===== src/rtl/conf_int_mac_pipe_acc.sv =====
// conf_int_mac_pipe_acc: two-stage pipelined unsigned integer MAC with an accumulate mode.
//   mode 0 : d = a*b + c (single shot)
//   mode 1 : d = c + sum(a_i*b_i), opened by 'first', closed and emitted by 'last'
// Only the low OP_BITWIDTH bits of a/b reach the multiplier. The accumulator is
// ACC_BITWIDTH wide and wraps; d is its low DATA_PATH_BITWIDTH bits.
// Optional macro CONF_INT_MAC_SAT_EN: the accumulator and d saturate instead of wrapping,
// and a 'sat' output flags a clipped d alongside out_valid.
//
// Ports:
//   clk, rst            clock, synchronous active-high reset
//   in_valid            a/b/c/mode/first/last are valid this cycle
//   mode, first, last   op select and accumulation framing
//   a, b, c             unsigned operands / addend / seed
//   d, out_valid        result (held) and its one-cycle valid pulse
//   busy                an accumulation is open
//   sat                 (macro only) d was clipped
module conf_int_mac_pipe_acc #(
    parameter int unsigned OP_BITWIDTH        = 16,
    parameter int unsigned DATA_PATH_BITWIDTH = 16,
    parameter int unsigned ACC_BITWIDTH       = 40
) (
    input  logic                          clk,
    input  logic                          rst,
    input  logic                          in_valid,
    input  logic                          mode,
    input  logic                          first,
    input  logic                          last,
    input  logic [DATA_PATH_BITWIDTH-1:0] a,
    input  logic [DATA_PATH_BITWIDTH-1:0] b,
    input  logic [DATA_PATH_BITWIDTH-1:0] c,
    output logic [DATA_PATH_BITWIDTH-1:0] d,
    output logic                          out_valid,
    output logic                          busy
`ifdef CONF_INT_MAC_SAT_EN
    ,
    output logic                          sat
`endif
);

    localparam int unsigned ProdW = 2 * OP_BITWIDTH;

    // Stage 1 registers
    logic                          v1_q, v1_d;
    logic [ProdW-1:0]              prod_q, prod_d;
    logic [DATA_PATH_BITWIDTH-1:0] c_q, c_d;
    logic                          mode_q, mode_d;
    logic                          first_q, first_d;
    logic                          last_q, last_d;

    // Stage 2 registers
    logic [ACC_BITWIDTH-1:0]       acc_q, acc_d;
    logic [DATA_PATH_BITWIDTH-1:0] d_q, d_d;
    logic                          out_valid_q, out_valid_d;
    logic                          busy_q, busy_d;
    logic                          sat_q, sat_d;

    logic [OP_BITWIDTH-1:0]        at, bt;
    logic [ACC_BITWIDTH-1:0]       base, acc_new;
    logic [DATA_PATH_BITWIDTH-1:0] d_val;
    logic                          clip;

    // Upper operand bits are deliberately ignored when OP_BITWIDTH < DATA_PATH_BITWIDTH.
    logic unused_ab;
    assign unused_ab = ^{a, b};

    assign at = a[OP_BITWIDTH-1:0];
    assign bt = b[OP_BITWIDTH-1:0];

    // Stage 1: capture product and control; data registers hold during bubbles.
    always_comb begin
        v1_d    = in_valid;
        prod_d  = prod_q;
        c_d     = c_q;
        mode_d  = mode_q;
        first_d = first_q;
        last_d  = last_q;
        if (in_valid) begin
            prod_d  = ProdW'(at) * ProdW'(bt);
            c_d     = c;
            mode_d  = mode;
            first_d = first;
            last_d  = last;
        end
    end

    // Accumulate onto acc only for a continuing mode-1 term; otherwise start from c.
    always_comb begin
        base = (mode_q && !first_q) ? acc_q : ACC_BITWIDTH'(c_q);
`ifdef CONF_INT_MAC_SAT_EN
        begin
            logic [ACC_BITWIDTH:0] sum;
            sum     = {1'b0, base} + {1'b0, ACC_BITWIDTH'(prod_q)};
            acc_new = sum[ACC_BITWIDTH] ? '1 : sum[ACC_BITWIDTH-1:0];
        end
        clip  = acc_new > ACC_BITWIDTH'({DATA_PATH_BITWIDTH{1'b1}});
        d_val = clip ? '1 : acc_new[DATA_PATH_BITWIDTH-1:0];
`else
        acc_new = base + ACC_BITWIDTH'(prod_q);
        clip    = 1'b0;
        d_val   = acc_new[DATA_PATH_BITWIDTH-1:0];
`endif
    end

    // Stage 2: update accumulator, result, valid pulse and busy.
    always_comb begin
        acc_d       = acc_q;
        d_d         = d_q;
        out_valid_d = 1'b0;
        busy_d      = busy_q;
        sat_d       = 1'b0;
        if (v1_q) begin
            acc_d = acc_new;
            if (!mode_q || last_q) begin
                // Mode 0 always emits and abandons any open accumulation.
                out_valid_d = 1'b1;
                d_d         = d_val;
                busy_d      = 1'b0;
                sat_d       = clip;
            end else if (first_q) begin
                busy_d = 1'b1;
            end
        end
    end

    always_ff @(posedge clk) begin
        if (rst) begin
            v1_q        <= 1'b0;
            prod_q      <= '0;
            c_q         <= '0;
            mode_q      <= 1'b0;
            first_q     <= 1'b0;
            last_q      <= 1'b0;
            acc_q       <= '0;
            d_q         <= '0;
            out_valid_q <= 1'b0;
            busy_q      <= 1'b0;
            sat_q       <= 1'b0;
        end else begin
            v1_q        <= v1_d;
            prod_q      <= prod_d;
            c_q         <= c_d;
            mode_q      <= mode_d;
            first_q     <= first_d;
            last_q      <= last_d;
            acc_q       <= acc_d;
            d_q         <= d_d;
            out_valid_q <= out_valid_d;
            busy_q      <= busy_d;
            sat_q       <= sat_d;
        end
    end

    assign d         = d_q;
    assign out_valid = out_valid_q;
    assign busy      = busy_q;
`ifdef CONF_INT_MAC_SAT_EN
    assign sat       = sat_q;
`else
    logic unused_sat;
    assign unused_sat = sat_q;
`endif

endmodule


===== config.mk =====
export PLATFORM = sky130hd
export DESIGN_NAME = conf_int_mac_pipe_acc
export DESIGN_NICKNAME = d
export VERILOG_FILES = /design/src/rtl/conf_int_mac_pipe_acc.sv
export SDC_FILE = /design/constraint.sdc
export NUM_CORES = 1
export LEC_CHECK = 0
export BUFFER_PORTS_ARGS = -buffer_cell sky130_fd_sc_hd__buf_2
export CORE_UTILIZATION = 39
export DETAILED_ROUTE_END_ITERATION = 6
export GPL_ROUTABILITY_DRIVEN = 0
export RECOVER_POWER = 25
export SYNTH_ARGS = -nofsm -noshare
export SYNTH_HDL_FRONTEND = slang
export SYNTH_SLANG_ARGS = --single-unit

===== constraint.sdc =====
create_clock -name clk -period 6.97 [get_ports clk]
set_clock_uncertainty 0.05 [all_clocks]
set_input_delay 1.0455 -clock clk [delete_from_list [all_inputs] [get_ports clk]]
set_output_delay 1.0455 -clock clk [all_outputs]
set_load 0.02 [all_outputs]

==> flow_summary_export.csv <==
group,metric,value,unit
run_status,status,"finished with violations",
run_status,violations,"capacitance limit, slew limit",
synth,syn_nets,1012,
power,power.leakage,3.92,nW
clocking,cts.repair.resized,0,
sta,rsz0062_at_grt,"false",
sta,hold_ws,0.403,ns
layout,final_common_cell,"inv_1",
clocking,clk_latency,0.33,ns
clocking,root_buffer,"clkbuf_16",
power,cellPowerDensity,364,nW/um2
sta,slew_viol_final,71,
sta,setup_violations,0,
critical_path,cp_max_fo,14,
power,vdd_drop_max,186,uV
hold_path,hold_path_class,"flop to flop",
synth,yosys.area.top_type,"fa_1",
detailed_routing,drc,0,
layout,drive_gt1_share,11.7,%
synth,ys_types,38,
die,coreArea,18000,um2
sta,period_minus_slack,6.05,ns
critical_path,cpMostUsedCell,"fa_1",
sta,tightest_slew,3.19,ns
critical_path,critPathTopFamily,"adder cells",
synth,netlist.area_leader.share,22.6,%
synth,ys_ff_latch,70,
layout,mostFrequentLayoutCells,"117 x inv_1, 105 x nand2_1, 81 x fa_1",
clocking,ctsHoldBuffers,0,
sta,finalCritPeriodShare,86.8,%
detailed_routing,antenna_left,0,
synth,netlist_area,7160,um2
die,initial_core_util,39.9,%
die,die-area,18900,um2
sta,hold_viol_final,0,
synth,synth_area_leaders,"fa_1 23%, dfxtp_1 20%, ha_1 11%, mux2i_1 6.3%, inv_1 6.1%",
detailed_routing,vias,5299,
detailed_routing,avgViaCountPerCell,4.82,
place,io_buffers,71,
critical_path,crit_chain,"buf_2, and2_1, fa_1, inv_1, fa_1, inv_1, ha_1, fa_1, fa_1, inv_1, fa_1, inv_1, ha_1, or3_1, a211oi_1, nor3_1, o41ai_1, xnor2_1, mux2i_1, nor2_1",
critical_path,start_kind,"input port",
synth,synth_xor_area_share,6.43,%
critical_path,crit_buf_inv,5,
detailed_routing,drtPass1Iterations,4,
detailed_routing,drt-initial-drc-count,272,
die,chipHeight,137,um
sta,slew_headroom,-113,%
grt,antenna_found_initial,0,
die,io_pins,72,
clocking,htreeDepth,3,
detailed_routing,avgRoutedWirePerCell,14.6,um
critical_path,endpoint_kind,"flop",
synth,synth_compound_area_share,7.53,%
clocking,cts_sinks,70,
synth,syn_inst,813,
grt,grt_pass1_wl,26900,um
synth,ys_seq_area_share,19.6,%
critical_path,worstPathArrival,6.09,ns
die,core.rowCount,49,
detailed_routing,drt-total-wl,16000,um
layout,syn2layout_area_growth,12.4,%
grt,grt.overflow.total,0,
place,place_hpwl,12500,um
critical_path,worst_path_max_delay_cell,"fa_1",
grt,grt_pass1_vias,5394,
clocking,cts_tree,"yes",
synth,yosysWarningCount,0,
layout,antenna_cells,0,
synth,synth_top_family_by_area,"adder cells",
clocking,cts-buffers-inserted,9,
grt,grt_max_degree,71,
clocking,clk_pin_slew,0.06,ns
run,drv_cap,1,
clocking,cts.path.max_buffers,2,
synth,synthMuxAreaShare,8.65,%
die,dieWidth,137,um
critical_path,slowest_delay,0.53,ns
synth,synth-simple-area-share,16.0,%
critical_path,worstSetupPathType,"input port to flop",
synth,synth_adder_area_share,33.8,%
sta,setup_tns,0,ns
layout,final_nets,1065,
sta,clock.fmax,165,MHz
synth,avgSynthCellArea,8.81,um2
clocking,cts_post_setup_buffers_inserted,0,
layout,nFillCells,1787,
grt,grt.total_usage,18.4,%
critical_path,cp_data_required_time,7.01,ns
[Yosys cell counts]
library cell / number
a2111oi_2: 1
a211oi_1: 11
a211oi_2: 1
a21o_1: 9
a21oi_1: 28
a221oi_1: 1
a311oi_1: 1
a31o_1: 1
and2_1: 61
buf_1: 5
clkbuf_1: 30
dfxtp_1: 70
fa_1: 81
ha_1: 64
inv_1: 117
mux2_2: 15
mux2i_1: 45
nand2_1: 105
nand2b_1: 3
nand3_1: 3
nor2_1: 72
nor2b_1: 1
nor3_1: 4
nor4_2: 1
o211ai_1: 2
o21a_1: 7
o21ai_0: 9
o21ai_1: 4
o221a_1: 1
o22ai_1: 1
o31ai_1: 2
o31ai_4: 1
o41ai_1: 1
or2_4: 1
or3_1: 3
xnor2_1: 40
xnor3_1: 1
xor2_1: 10
[kinds of logic after synthesis]
| group | Yosys count |
|---|---|
| AO/OA/AOI/OAI | 81 |
| XOR/XNOR | 51 |
| flip-flops | 70 |
| AND/OR/NAND/NOR | 254 |
| multiplexers | 60 |
| buffers and inverters | 152 |
| adder cells (fa/ha/maj) | 145 |
[where the power goes]
group | leakage, nW | internal [W] | switching, W
logic | 3.17 | 0.000894 | 0.00103
registers | 0.574 | 0.000455 | 0.0000305
clock network | 0.170 | 0.000351 | 0.000174
total | 3.92 | 0.00170 | 0.00123
[metal layers]
| layer | track usage, % | share of wire (%) |
|---|---|---|
| met5 | 0 | 0 |
| met4 | 3.97 | 0.76 |
| met3 | 3.24 | 3.5 |
| met2 | 29.1 | 45 |
| met1 | 26.2 | 50 |
[flip-flops by register name (all words and copies together) (netlist names)]
name,flops
last_q,1
c_q,16
first_q,1
v1_q,1
prod_q,16
out_valid,1
acc_q,16
busy,1
d,16
mode_q,1
[cell type report]
cell class              instances  area [um2]  area share [%]
flip-flops and latches         70        1400            17.4
multi-input cells             591        5190            64.5
clock buffers                   9         225            2.80
inverters                     117         439            5.46
clock inverters                 7         121            1.51
well taps                     229         287            3.56
repair buffers                 77         384            4.77
[stage by stage]
step	setup slack (ns)	cells	area [um2]	total power, W	utilization [%]
2_1_floorplan	0.955	813	7160	0.00202	-
3_3_place_gp	0.712	1084	7710	0.00242	42.9
3_5_place_dp	0.652	1084	7710	0.00244	42.9
4_1_cts	1.01	1100	8060	0.00298	44.9
5_1_grt	0.444	1100	8050	0.00327	44.8
6_report	0.920	1100	8050	0.00293	44.8
[tightest hold or removal path, cell delays in order (launching register included)]
cell and delay [ns]:
dfxtp_1 0.30, nand2_1 0.05, a21oi_1 0.05
[worst paths after layout]
kind / from / endpoint / slack (ns) / cells past startpoint
hold / removal: d[0] / d[0] / 0.40 / 2
setup reg to reg: first_q / acc_q[14] / 2.99 / 13
setup / recovery: a[2] / prod_q[14] / 0.92 / 20
hold reg to reg: d[0] / d[0] / 0.40 / 2
(Power assumes the default switching activity.)
